`src/rtl/rom_scan_ctrl.sv`:
```
// rom_scan_ctrl
//   Walks a single-port ROM from address 0 to Depth-1, folding every word into
//   a rotate-left-1/XOR checksum, then compares the result with a reference
//   value. While no scan is running, the controller lends the ROM port to a
//   host so that it can make single-word reads.
//
// Ports
//   clk_i, rst_ni       clock; asynchronous active-low reset
//   start_i             one-cycle request to begin a full scan (IDLE only)
//   expected_i          reference checksum, sampled in the DONE cycle
//   host_req_i/addr_i   host read request and address
//   host_gnt_o          combinational grant (IDLE only; start_i wins)
//   host_rvalid_o/rdata host read data, one cycle after the grant
//   rom_addr_o/cs_o     ROM port; data returns one cycle after cs
//   rom_data_i/dvalid_i ROM read data and its valid strobe
//   busy_o              scan in progress (SCAN, DRAIN)
//   done_o              one-cycle completion pulse
//   pass_o              checksum matched expected_i (held until next start)
//   checksum_o          running / final checksum
module rom_scan_ctrl #(
  parameter int Width = 32,
  parameter int Depth = 2048,
  parameter int Aw    = $clog2(Depth)
) (
  input  logic             clk_i,
  input  logic             rst_ni,
  input  logic             start_i,
  input  logic [Width-1:0] expected_i,
  input  logic             host_req_i,
  input  logic [Aw-1:0]    host_addr_i,
  output logic             host_gnt_o,
  output logic             host_rvalid_o,
  output logic [Width-1:0] host_rdata_o,
  output logic [Aw-1:0]    rom_addr_o,
  output logic             rom_cs_o,
  input  logic [Width-1:0] rom_data_i,
  input  logic             rom_dvalid_i,
  output logic             busy_o,
  output logic             done_o,
  output logic             pass_o,
  output logic [Width-1:0] checksum_o
);

  typedef enum logic [1:0] {
    S_IDLE  = 2'd0,
    S_SCAN  = 2'd1,
    S_DRAIN = 2'd2,
    S_DONE  = 2'd3
  } state_t;

  state_t           r_state;
  state_t           w_state_nxt;
  logic [Aw-1:0]    r_iss;
  logic [Aw:0]      r_rcv;
  logic             r_tag_scan;
  logic             r_tag_host;
  logic [Width-1:0] r_checksum;
  logic             r_pass;

  logic             w_idle;
  logic             w_start;
  logic             w_gnt;
  logic             w_scan_rsp;
  logic             w_last_iss;
  logic             w_rcv_done;

  function automatic logic [Width-1:0] f_fold(input logic [Width-1:0] c,
                                              input logic [Width-1:0] d);
    return {c[Width-2:0], c[Width-1]} ^ d;
  endfunction

  assign w_idle     = (r_state == S_IDLE);
  assign w_start    = start_i & w_idle;
  // The state register already reads IDLE while reset is held; the rst_ni
  // term keeps a pending host request from leaking onto the ROM port then.
  assign w_gnt      = host_req_i & ~start_i & w_idle & rst_ni;
  assign w_scan_rsp = rom_dvalid_i & r_tag_scan;
  assign w_last_iss = (r_iss == Aw'(Depth - 1));
  // Either every response is already counted, or the last one arrives now.
  assign w_rcv_done = (r_rcv == (Aw + 1)'(Depth)) |
                      (w_scan_rsp & (r_rcv == (Aw + 1)'(Depth - 1)));

  always_comb begin
    w_state_nxt = r_state;
    case (r_state)
      S_IDLE:  if (start_i)    w_state_nxt = S_SCAN;
      S_SCAN:  if (w_last_iss) w_state_nxt = S_DRAIN;
      S_DRAIN: if (w_rcv_done) w_state_nxt = S_DONE;
      S_DONE:                  w_state_nxt = S_IDLE;
      default:                 w_state_nxt = S_IDLE;
    endcase
  end

  always_ff @(posedge clk_i or negedge rst_ni) begin
    if (!rst_ni) begin
      r_state    <= S_IDLE;
      r_iss      <= '0;
      r_rcv      <= '0;
      r_tag_scan <= 1'b0;
      r_tag_host <= 1'b0;
      r_checksum <= '0;
      r_pass     <= 1'b0;
    end else begin
      r_state    <= w_state_nxt;
      // Owner of the access issued this cycle; its data returns next cycle.
      r_tag_scan <= (r_state == S_SCAN);
      r_tag_host <= w_gnt;
      if (w_start) begin
        r_iss      <= '0;
        r_rcv      <= '0;
        r_checksum <= '0;
        r_pass     <= 1'b0;
      end else begin
        if (r_state == S_SCAN) r_iss <= r_iss + 1'b1;
        if (w_scan_rsp) begin
          r_checksum <= f_fold(r_checksum, rom_data_i);
          r_rcv      <= r_rcv + 1'b1;
        end
        if (r_state == S_DONE) r_pass <= (r_checksum == expected_i);
      end
    end
  end

  always_comb begin
    rom_cs_o   = 1'b0;
    rom_addr_o = '0;
    if (r_state == S_SCAN) begin
      rom_cs_o   = 1'b1;
      rom_addr_o = r_iss;
    end else if (w_gnt) begin
      rom_cs_o   = 1'b1;
      rom_addr_o = host_addr_i;
    end
  end

  assign host_gnt_o    = w_gnt;
  assign host_rvalid_o = rom_dvalid_i & r_tag_host;
  assign host_rdata_o  = host_rvalid_o ? rom_data_i : '0;
  assign busy_o        = (r_state == S_SCAN) | (r_state == S_DRAIN);
  assign done_o        = (r_state == S_DONE);
  assign pass_o        = r_pass;
  assign checksum_o    = r_checksum;

endmodule

```
`config.mk`:
```
export PLATFORM = sky130hd
export DESIGN_NAME = rom_scan_ctrl
export DESIGN_NICKNAME = d
export VERILOG_FILES = /design/src/rtl/rom_scan_ctrl.sv
export SDC_FILE = /design/constraint.sdc
export NUM_CORES = 1
export LEC_CHECK = 0
export BUFFER_PORTS_ARGS = -buffer_cell sky130_fd_sc_hd__buf_2
export CAP_MARGIN = 20
export CORE_MARGIN = 5
export CORE_UTILIZATION = 48
export CTS_CLUSTER_SIZE = 20
export DETAILED_ROUTE_END_ITERATION = 10
export PLACE_DENSITY = 0.81
export SYNTH_ARGS = -nofsm -noshare
export SYNTH_HDL_FRONTEND = slang
export SYNTH_SLANG_ARGS = --single-unit
export TNS_END_PERCENT = 10
```
`constraint.sdc`:
```
create_clock -name clk_i -period 2.81 [get_ports clk_i]
set_clock_uncertainty 0.05 [all_clocks]
set_input_delay 0 -clock clk_i [delete_from_list [all_inputs] [get_ports clk_i]]
set_output_delay 0 -clock clk_i [all_outputs]
set_load 0.005 [all_outputs]
```
== Yosys cells after proc, flatten, opt, wreduce, memory -nomap -nowiden ==
Cells that the tools add are included.

* Register bits after elaboration: 60
* Logic and storage cells: 52
* Bits of input ports: 80
* Output and inout port bits: 81

* Equality and inequality tests: 10
* Multiplexer cells: 17
* Bitwise operators: 11
* Reduce and logical (&&, ||, !) cells: 5
* Add/subtract/negate cells: 2

{| class="wikitable"
|+ Operators by type and width
! operator !! number
|-
| two-way mux 32 bit || 3
|-
| two-way mux 11 bit || 4
|-
| == test 32 bit || 1
|-
| bitwise XOR 32 bit || 1
|-
| two-way mux 12 bit || 2
|-
| adder 12 x 1 -> 12 bit (second input constant) || 1
|-
| == test 12 x 11 -> 1 bit (second input constant) || 1
|-
| == test 12 bit (second input constant) || 1
|-
| adder 11 x 1 -> 11 bit (second input constant) || 1
|-
| == test 11 bit (second input constant) || 1
|-
| one-hot mux 2 bit (4 select lines) || 1
|-
| AND 1 bit || 7
|-
| two-way mux 2 bit || 3
|-
| != test 2 bit (second input constant) || 3
|-
| nonzero test 2 bit || 3
|-
| == test 2 bit (second input constant) || 2
|-
| two-way mux 1 bit || 4
|-
| AND reduction 3 bit || 1
|-
| == test 2 x 1 -> 1 bit (second input constant) || 1
|-
| logical NOT 2 bit || 1
|-
| OR 1 bit || 2
|-
| NOT 1 bit || 1
|}

== Logic depth before layout (Yosys ltp) ==
Gate-level depths: netlist (run 1).

* Depth after elaboration: 6
* Gate-level depth with buffers: 8
* Depth with buffers taken out: 7

== Least setup slack after synthesis (run 1) ==
No wires, ideal clock.

* Path type: flip-flop to flip-flop
* Start point: register r_tag_scan
* End point: register r_state[1]
* Arrival: 1809 ps
* Cell stages (with the launch flop): 8
* Setup time: 128 ps
* Period minus slack after synthesis: 1987 ps
* Required time: 2632 ps
* Setup slack: 823 ps
* Path buffers: 2
* Cell sequence: dfrtp_1 -> and2_1 -> buf_2 -> and4_1 -> buf_2 -> or3b_1 -> a211oi_2 -> mux2_1

* Cells in the longest elaborated chain, start to end: 5

{| class="wikitable"
|+ Ends and longest elaborated chain
! item !! line !! RTL
|-
| from (decl) || 55 || <nowiki>logic r_tag_scan;</nowiki>
|-
| from (signal assigned) || 106 || <nowiki>r_tag_scan <= (r_state == S_SCAN);</nowiki>
|-
| AND 1 bit || 77 || <nowiki>assign w_scan_rsp = rom_dvalid_i & r_tag_scan;</nowiki>
|-
| AND 1 bit || 81 || <nowiki>(w_scan_rsp & (r_rcv == (Aw + 1)'(Depth - 1)));</nowiki>
|-
| OR 1 bit || 80 || <nowiki>assign w_rcv_done = (r_rcv == (Aw + 1)'(Depth)) |</nowiki>
|-
| != test 2 bit (no line) || - ||
|-
| AND reduction 3 bit (no line) || - ||
|-
| to (signal assigned) || 104 || <nowiki>r_state <= w_state_nxt;</nowiki>
|-
| to (decl) || 51 || <nowiki>state_t r_state;</nowiki>
|}

No other way between the ends.
A chain may end at the register's enable or synchronous reset.

== Final worst setup path (run 1) ==
* Start point: register r_state[1]
* End point: output rom_addr_o[0]

* Cells in the longest elaborated chain, start to end: 5
* Elaborated cells on any way between the ends: 6
* Classes of those cells: eq/ne: 1; mux: 2; bitwise: 2; reduce/logical: 1

{| class="wikitable"
|+ Ends and longest elaborated chain
! item !! line !! RTL
|-
| logical NOT 2 bit || 72 || <nowiki>assign w_idle = (r_state == S_IDLE);</nowiki>
|-
| AND 1 bit (2 in series) || 76 || <nowiki>assign w_gnt = host_req_i & ~start_i & w_idle & rst_ni;</nowiki>
|-
| two-way mux 11 bit || 130 || <nowiki>end else if (w_gnt) begin</nowiki>
|-
| two-way mux 11 bit (*) || 127 || <nowiki>if (r_state == S_SCAN) begin</nowiki>
|-
| to (decl) || 34 || <nowiki>output logic [Aw-1:0] rom_addr_o,</nowiki>
|}

Mark *: on every way between the ends. The rest lies on a longest branch, timed or not.

==> impl_metrics.ini, run 1 <==
[sta]
setup_slack_ns = 0.5937
rsz0062_at_grt = no
fin_tns_setup_ns = 0
setup_viol = 0
finalHoldViolCount = 0
tightest_slew_ns = 0.9279
drv_slew = 0
timing.hold.ws_ns = 0.07691
slew-limit-headroom_pct = 38.14
fin_crit_sh_pct = 78.87
min_period_ns = 2.216
clock.fmax_mhz = 451.2

[finish]
final_common_cell = buf_2
final_nets = 670
fillers = 581
layoutNonFillerInstCount = 686
areaGrowthSynthToFinish_pct = 39.16
antennaDiodeCount = 0
final_cell_mix = buf_2, xnor2_1, dfrtp_1, nor2_1, dlygate4sd3_1
drive_gt1_share_pct = 31.69

[setup_path]
crit_chain = inv_1 > ha_1 > nor2b_1 > and3_1 > nor2b_1 > a22o_1 > buf_2
slowest_stage = and3_1
cp-start-kind = flop
worstSetupPathType = flop to output pin
cp_slowest_stage_delay_ns = 0.45
end_kind = output pin
crit_family = simple AND/OR/NAND/NOR gates
cp_data_required_time_ns = 2.76
path_buf_inv = 2
cp_max_fo = 13
critical_path.most_common_cell = nor2b_1
crit_arrival_ns = 2.17

[die]
die_x_um = 96.96
start_util_pct = 49.78
placementRows = 31
die_y_um = 96.96
die_area_um2 = 9401
top_level_ports = 161
core_um2 = 7292

[clocking]
numCtsBuffers = 9
cts_resized = 0
clock-sinks = 60
clk_latency_ns = 0.34
cts_tree = yes
cts_root_buf = clkbuf_8
postCtsSetupRepairBufs = 0
clockBufferDepth = 2
cts_htree_levels = 3
clk_pin_slew_ns = 0.07

[place]
hpwl_um = 7868
dp_cells = 635
gp_congestion = 0.8754
io_buffers = 160
post-place-ws_ns = 0.7402

[routing]
vias_per_cell = 5.286
drtIter0Drc = 183
drtAntennaViolNets = 0
wire_per_inst_um = 16.75
drc = 0
drt-total-wl_um = 11490
drt_pre_antenna_iters = 4
num_vias = 3626

[global_route]
grt_max_degree = 68
overflow = 0
track_usage_pct = 24.11
grt_pass1_wl_um = 18370
grt_pass1_vias = 3660
grt_antenna_before_repair = 0

[synthesis]
synth_top_cell_area_share_pct = 41.37
synth-seq-cells = 60
ys_warn_count = 0
ys_seq_area_share_pct = 41.37
synth_area_leaders = dfrtp_1, xnor2_1, a211oi_1
synth_cells = 396
synth_top_area_cell = dfrtp_1
syn_nets = 484
avgSynthCellArea_um2 = 9.166
yosysUniqueCellTypes = 32
syn_area_um2 = 3630

[job]
drv_cap = 0

[min_path]
hold_path.class = input pin to flop

[power]
ir_drop_mv = 0.2574
p_total_w = 0.002040
p_per_area_nw_per_um2 = 403.8
p_leak_nw = 2.525

[outcome]
outcome = completed
[repair_timing]
action / in CTS / in global routing
hold buffers: 35 / 0
endpoints found under the setup margin: 0 / 0
hold endpoints to repair: 93 / 0
[final timing paths]
| path | end | depth (start not counted) | slack [ns] | from |
|---|---|---|---|---|
| min reg2reg | pass_o | 2 | 0.49 | pass_o |
| max reg2reg | r_state[1] | 5 | 0.73 | r_rcv[1] |
| min in group asynchronous | r_rcv[2] | 3 | 0.42 | rst_ni |
| max in group asynchronous | r_rcv[4] | 3 | 1.81 | rst_ni |
| min | pass_o | 6 | 0.08 | expected_i[2] |
| max | rom_addr_o[0] | 7 | 0.59 | r_state[1] |
[flip-flops by register name (all words and copies together), names as in the netlist]
name / cells
r_tag_host: 1
r_tag_scan: 1
checksum_o: 32
r_state: 2
pass_o: 1
r_iss: 11
r_rcv: 12
[where the power goes]
| part | internal, W | leakage, nW | switching [W] | total [W] |
|---|---|---|---|---|
| combinational | 0.000177 | 1.66 | 0.000133 | 0.000310 |
| clock | 0.000455 | 0.102 | 0.000331 | 0.000786 |
| sequential | 0.000894 | 0.767 | 0.0000494 | 0.000943 |
| total | 0.00153 | 2.53 | 0.000514 | 0.00204 |
[worst reg2reg max path: cells and delay by family (launching register included)]
| kind | cells | cell delay [ns] |
|---|---|---|
| mux | 1 | 0.36 |
| flops | 1 | 0.40 |
| simple gates | 2 | 0.68 |
| fa+ha+maj | 1 | 0.18 |
| compound gates | 1 | 0.30 |
[synth_stat cells]
library cell / n
nand2_1: 29
nor3_1: 2
clkbuf_1: 18
dfrtp_1: 60
xor2_1: 22
a211oi_1: 32
a41oi_1: 1
and3_1: 33
or2_2: 3
nor2_1: 55
nand4_1: 15
a21oi_1: 3
and4_1: 2
o31a_1: 1
nor4b_1: 2
o32ai_1: 1
mux2_1: 1
buf_2: 2
nor4_1: 4
o21ai_0: 12
and2_1: 3
nor2b_1: 2
or3b_1: 1
a211oi_2: 1
inv_1: 7
xnor2_1: 60
buf_1: 5
a22o_1: 1
mux2i_1: 3
or3_1: 3
nand3_1: 4
ha_1: 8
[layout make-up]
type                       instances  area [um^2]  share of cell area, %
sequential                        60         1501                  29.73
clock inverter                     4        47.55                 0.9413
multi-input combinational        304         2008                  39.76
timing repair buffer             200         1189                  23.53
clock buffer                      12        155.1                  3.072
tap                               99        123.9                  2.452
inverter                           7        26.28                 0.5202
[logic make-up after synthesis]
kind of cell / synth area share [%]
AOI/OAI and AO/OA: 9.997
xor gates and xnor gates: 19.79
adders and majority gates: 2.758
buffers and inverters: 3.378
DFF: 41.37
muxes: 1.138
and+or+nand+nor: 21.58
[per-stage QoR]
stage                     util, %  area (um^2)
after global placement      61.69         4498
after floorplan                 -         3630
after CTS                   69.27         5051
final                       69.27         5051
after detailed placement    61.69         4498
after global routing        69.27         5051
[metal layers]
metal | wire, um | GRT usage, %
met5 | 0 | 0
met2 | 5869 | 40.92
met3 | 735 | 5.108
met4 | 313 | 11.12
met1 | 4572 | 29.20
(Power assumes the default switching activity.)
==> inputs of run 2 (changes only) <==
--- a/config.mk
+++ b/config.mk
@@ -8,10 +8,10 @@
 export BUFFER_PORTS_ARGS = -buffer_cell sky130_fd_sc_hd__buf_2
 export CAP_MARGIN = 20
 export CORE_MARGIN = 5
-export CORE_UTILIZATION = 48
+export CORE_UTILIZATION = 43
 export CTS_CLUSTER_SIZE = 20
 export DETAILED_ROUTE_END_ITERATION = 10
-export PLACE_DENSITY = 0.81
+export PLACE_DENSITY = 0.77
 export SYNTH_ARGS = -nofsm -noshare
 export SYNTH_HDL_FRONTEND = slang
 export SYNTH_SLANG_ARGS = --single-unit
==> constraint.sdc (replaced) <==
create_clock -name clk_i -period 1.9 [get_ports clk_i]
set_clock_uncertainty 0.05 [all_clocks]
set_input_delay 0 -clock clk_i [delete_from_list [all_inputs] [get_ports clk_i]]
set_output_delay 0 -clock clk_i [all_outputs]
set_load 0.005 [all_outputs]
==> run 2 against run 1 <==
Against the previous run: first-iteration DRC count grew 28%; combinational power grew 50%; non-clock buffer count grew 19; core utilization shrank 5.8 points; wire length grew 2.2%; clock power grew 23%; via count grew 2.3%.
==> impl_metrics.ini, run 2 (same netlist as run 1, synthesis figures left out) <==
[job]
drv_cap = 0

[die]
die_area_um2 = 10380
start_util_pct = 44.18
die_x_um = 101.9
core_um2 = 8217
die_y_um = 101.9
top_level_ports = 161
placementRows = 33

[finish]
final_common_cell = buf_2
largest_register_ffs = 32
fin_util_pct = 63.50
final_cell_mix = buf_2, xnor2_1, dfrtp_1, nor2_1, dlygate4sd3_1
areaGrowthSynthToFinish_pct = 43.74
final_nets = 689
drive_gt1_share_pct = 34.93
final_area_um2 = 5218
layoutNonFillerInstCount = 710

[sta]
finalHoldViolCount = 0
slew-limit-headroom_pct = 48.84
rsz0062_at_grt = yes
min_period_ns = 1.900
timing.hold.ws_ns = 0.01891
drv_slew = 0
setup_viol = 0
clock.fmax_mhz = 526.3
fin_crit_sh_pct = 100.0
tightest_slew_ns = 0.7674

[power]
p_int_w = 0.002079
ir_drop_mv = 0.3573
p_leak_nw = 2.609
p_comb_share_pct = 16.5
p_per_area_nw_per_um2 = 542.1
power_frac_seq_pct = 49.3
switching_share_pct = 26.49
clock_power_share_pct = 34.2
switchingPower_w = 0.0007494

[global_route]
grt_antenna_before_repair = 1
grt-busiest-layer = met2
met2_usage_pct = 39.64
track_usage_pct = 22.60
grt_max_degree = 68
use_met3_pct = 3.891
use_met1_pct = 28.08
grt_pass1_vias = 3717
grt_pass1_wl_um = 18240
overflow = 0

[clocking]
clk_pin_slew_ns = 0.06
cts_tree = yes
numCtsBuffers = 9
clk_latency_ns = 0.34
cts_root_buf = clkbuf_8
clockBufferDepth = 2
clock-sinks = 60
cts_htree_levels = 3

[setup_path]
reg2reg_from = r_rcv[1]
startpoint = r_rcv[1]
r2r-end = r_state[1]
worstSetupPathType = flop to flop
reg2reg_depth = 5
ff2ff_setup_slack_ns = 0.00001
cp_data_required_time_ns = 2.06
end_kind = flop
crit_arrival_ns = 2.06
endpoint = r_state[1]
cp-start-kind = flop
cp_max_fo = 2

[routing]
drtAntennaViolNets = 0
drt_pre_antenna_iters = 4
drt-total-wl_um = 11750
num_vias = 3711
vias_per_cell = 5.227
drc = 0
wire_per_inst_um = 16.54
drtIter0Drc = 235

[place]
hpwl_um = 8149
gp_congestion = 0.8687
io_buffers = 160
dp_cells = 654
postPlaceCellArea_um2 = 4616

[outcome]
outcome = completed

[min_path]
hold_path.class = input pin to flop
run 2: repair_timing:
action | CTS | global route
buffers inserted | 2 | 3
pin swaps | 0 | 5
gates resized for setup | 6 | 14
endpoints found under the hold margin | 93 | 0
hold buffers | 36 | 0
endpoints found under the setup margin | 13 | 15
run 2: metrics by stage:
step | setup WS, ns | power [W] | setup TNS [ns]
finish | 0.00001110 | 0.002829 | 0
global route | -0.08901 | 0.002952 | -0.2355
CTS | 0.005153 | 0.002849 | 0
detailed placement | 0.02486 | 0.001817 | 0
global placement | 0.09794 | 0.001805 | 0
floorplan | -0.02655 | 0.001588 | -0.02655
run 2: per-layer routing:
layer	wire length, um	part of all wire, %
met1	4632	39
met2	5972	51
met3	898	7.6
met4	242	2.1
met5	0	0
run 2: layout make-up:
cell class	count	area (um^2)
Multi-Input combinational cell	304	2048
Clock inverter	2	12.51
Inverter	7	26.28
Tap cell	105	131.4
Fill cell	669	2999
Antenna cell	1	2.502
Clock buffer	12	145.1
Sequential cell	60	1501
Timing Repair Buffer	219	1350
run 2: worst min-delay path by stage:
stage / startpoint / to / cells after the start
2_1_floorplan: rst_ni / checksum_o[0] / 0
3_3_place_gp: rst_ni / r_rcv[10] / 2
3_5_place_dp: rst_ni / r_tag_host / 2
4_1_cts: rom_data_i[2] / checksum_o[2] / 3
5_1_grt: rom_data_i[2] / checksum_o[2] / 3
6_report: rom_data_i[2] / checksum_o[2] / 3
run 2: power groups by stage:
stage               Combinational [W]  Clock, W  Sequential [W]
floorplan                    0.000183         0         0.00140
global placement             0.000391         0         0.00141
detailed placement           0.000400         0         0.00142
CTS                          0.000462  0.000993         0.00139
global route                 0.000508   0.00104         0.00140
finish                       0.000466  0.000968         0.00140
run 2: critical path, cell delays in order (launching register included):
cell	delay [ns]
dfrtp_1	0.37
ha_2	0.18
and4_1	0.19
or3b_1	0.36
a211oi_2	0.31
mux2_4	0.33
==> inputs of run 3 (changes only) <==
--- a/config.mk
+++ b/config.mk
@@ -12,6 +12,7 @@
 export CTS_CLUSTER_SIZE = 20
 export DETAILED_ROUTE_END_ITERATION = 10
 export PLACE_DENSITY = 0.77
+export REMOVE_ABC_BUFFERS = 1
 export SYNTH_ARGS = -nofsm -noshare
 export SYNTH_HDL_FRONTEND = slang
 export SYNTH_SLANG_ARGS = --single-unit
==> run 3 against run 2 <==
Against the previous run: the flow now finishes with violations (setup timing); clock power rose by 5%; fmax down 0.84%; sequential power about the same; combinational power shrank 0.9%; sequential share of layout area shrank 0.16 points; critical path depth unchanged; non-clock buffer count up 2; die area stayed put; flip-flop and latch count is the same; via count grew 1.1%; critical path type unchanged; critical endpoint unchanged; largest cell class unchanged.
==> impl_metrics.ini, run 3 (same netlist as run 1, synthesis figures left out) <==
[power]
p_per_area_nw_per_um2 = 547.5
p_leak_nw = 2.622
ir_drop_mv = 0.3334

[sta]
finalHoldViolCount = 0
slew-limit-headroom_pct = 49.00
fin_crit_sh_pct = 100.8
clock.fmax_mhz = 521.9
min_period_ns = 1.916
rsz0062_at_grt = yes
drv_slew = 0
setup_viol = 1
tightest_slew_ns = 0.7650
setup_slack_ns = -0.01606

[global_route]
track_usage_pct = 23.23
grt_pass1_wl_um = 18780
grt_pass1_vias = 3858
grt_max_degree = 68
grt_antenna_before_repair = 0
overflow = 0

[clocking]
cts_htree_levels = 3
cts_tree = yes
clockBufferDepth = 2
clock-sinks = 60
cts_root_buf = clkbuf_8
clk_latency_ns = 0.34
clk_pin_slew_ns = 0.07
numCtsBuffers = 9

[routing]
drt_pre_antenna_iters = 5
drc = 0
num_vias = 3751
drt-total-wl_um = 12050
drtAntennaViolNets = 0
wire_per_inst_um = 16.87
drtIter0Drc = 95
vias_per_cell = 5.254

[finish]
drive_gt1_share_pct = 35.14
final_cell_mix = buf_2, xnor2_1, dfrtp_1, nor2_1, dlygate4sd3_1
fin_util_pct = 63.85
layoutNonFillerInstCount = 714
final_nets = 692
final_common_cell = buf_2
antennaDiodeCount = 0
largest_register_ffs = 32
areaGrowthSynthToFinish_pct = 44.54

[setup_path]
cp_max_fo = 2
cp_slowest_stage_delay_ns = 0.40
path_buf_inv = 0
cp_data_required_time_ns = 2.07
crit_arrival_ns = 2.08
end_kind = flop
cp-start-kind = flop
crit_chain = and4_1 > nand4_1 > or3b_1 > a211oi_2 > mux2_1
slowest_stage = or3b_1
crit_family = simple AND/OR/NAND/NOR gates
worstSetupPathType = flop to flop

[outcome]
violations = setup timing
outcome = complete, but fails checks

[die]
die_y_um = 101.9
core_um2 = 8217
die_area_um2 = 10380
die_x_um = 101.9
top_level_ports = 161
placementRows = 33
start_util_pct = 44.18

[min_path]
hold_path.class = input pin to flop

[job]
drv_cap = 0

[place]
io_buffers = 160
hpwl_um = 8222
dp_cells = 657
gp_congestion = 0.8466
[run 3: cell types whose count changed in the layout (fill, tap and decap cells not counted), moves of 2 or more]
cell	delta
o21ai_0	+6
ha_2	-2
ha_1	+2
buf_4	+3
o21ai_1	-5
[run 3: final timing paths]
check / start / slack [ns] / end / cells past startpoint
max in group asynchronous: rst_ni / 0.94 / checksum_o[10] / 3
hold / removal: host_req_i / 0.05 / r_tag_host / 3
hold reg to reg: pass_o / 0.49 / pass_o / 2
setup reg to reg: r_rcv[5] / -0.02 / r_state[1] / 5
setup / recovery: r_rcv[5] / -0.02 / r_state[1] / 5
min in group asynchronous: rst_ni / 0.36 / r_rcv[8] / 3
[run 3: worst min-delay path, delay by kind of cell]
kind / cells / cell delay [ns]
AND/OR/NAND/NOR: 1 / 0.17
buffers and inverters: 2 / 0.23
[run 3: final cells by class]
type                            count  area [um^2]
Tap cell                          105        131.4
Multi-Input combinational cell    305         2054
Timing Repair Buffer              221         1363
Fill cell                         646         2970
Inverter                            7        26.28
Clock inverter                      4        25.02
Sequential cell                    60         1501
Clock buffer                       12        145.1
[run 3: per-layer routing]
metal | GRT usage (%) | share of wire, % | wire (um) | vias up
met5 | 0 | 0 | 0 | -
met4 | 9.183 | 2.6 | 314 | 0
met3 | 8.055 | 8.8 | 1061 | 26
met2 | 37.98 | 48 | 5811 | 166
met1 | 28.30 | 40 | 4858 | 1771
li1 | - | - | - | 1788
[run 3: timing repair]
action / in CTS / in global routing
cloned: 1 / 0
endpoints found under the setup margin: 14 / 11
setup buffers: 2 / 3
pin swaps: 2 / 2
resized for setup: 7 / 6
hold buffers: 35 / 0
hold endpoints to repair: 93 / 0
[run 3: report_power, final]
group	switching [W]	internal, W
logic	0.000198	0.000265
registers	0.0000713	0.00132
clock network	0.000512	0.000505
[run 3: through the flow]
stage	worst slack, ns	instance area [um^2]	TNS [ns]	hold slack, ns	power [W]
after floorplan	-1.222	3533	-10.05	-0.3456	0.001582
after global placement	0.07411	4638	0	0.1979	0.001809
after detailed placement	0.02464	4638	0	0.1938	0.001817
after CTS	0.003624	5196	0	0.03927	0.002896
after global routing	-0.09634	5246	-0.2189	0.02305	0.003008
final	-0.01606	5246	-0.01606	0.04541	0.002872
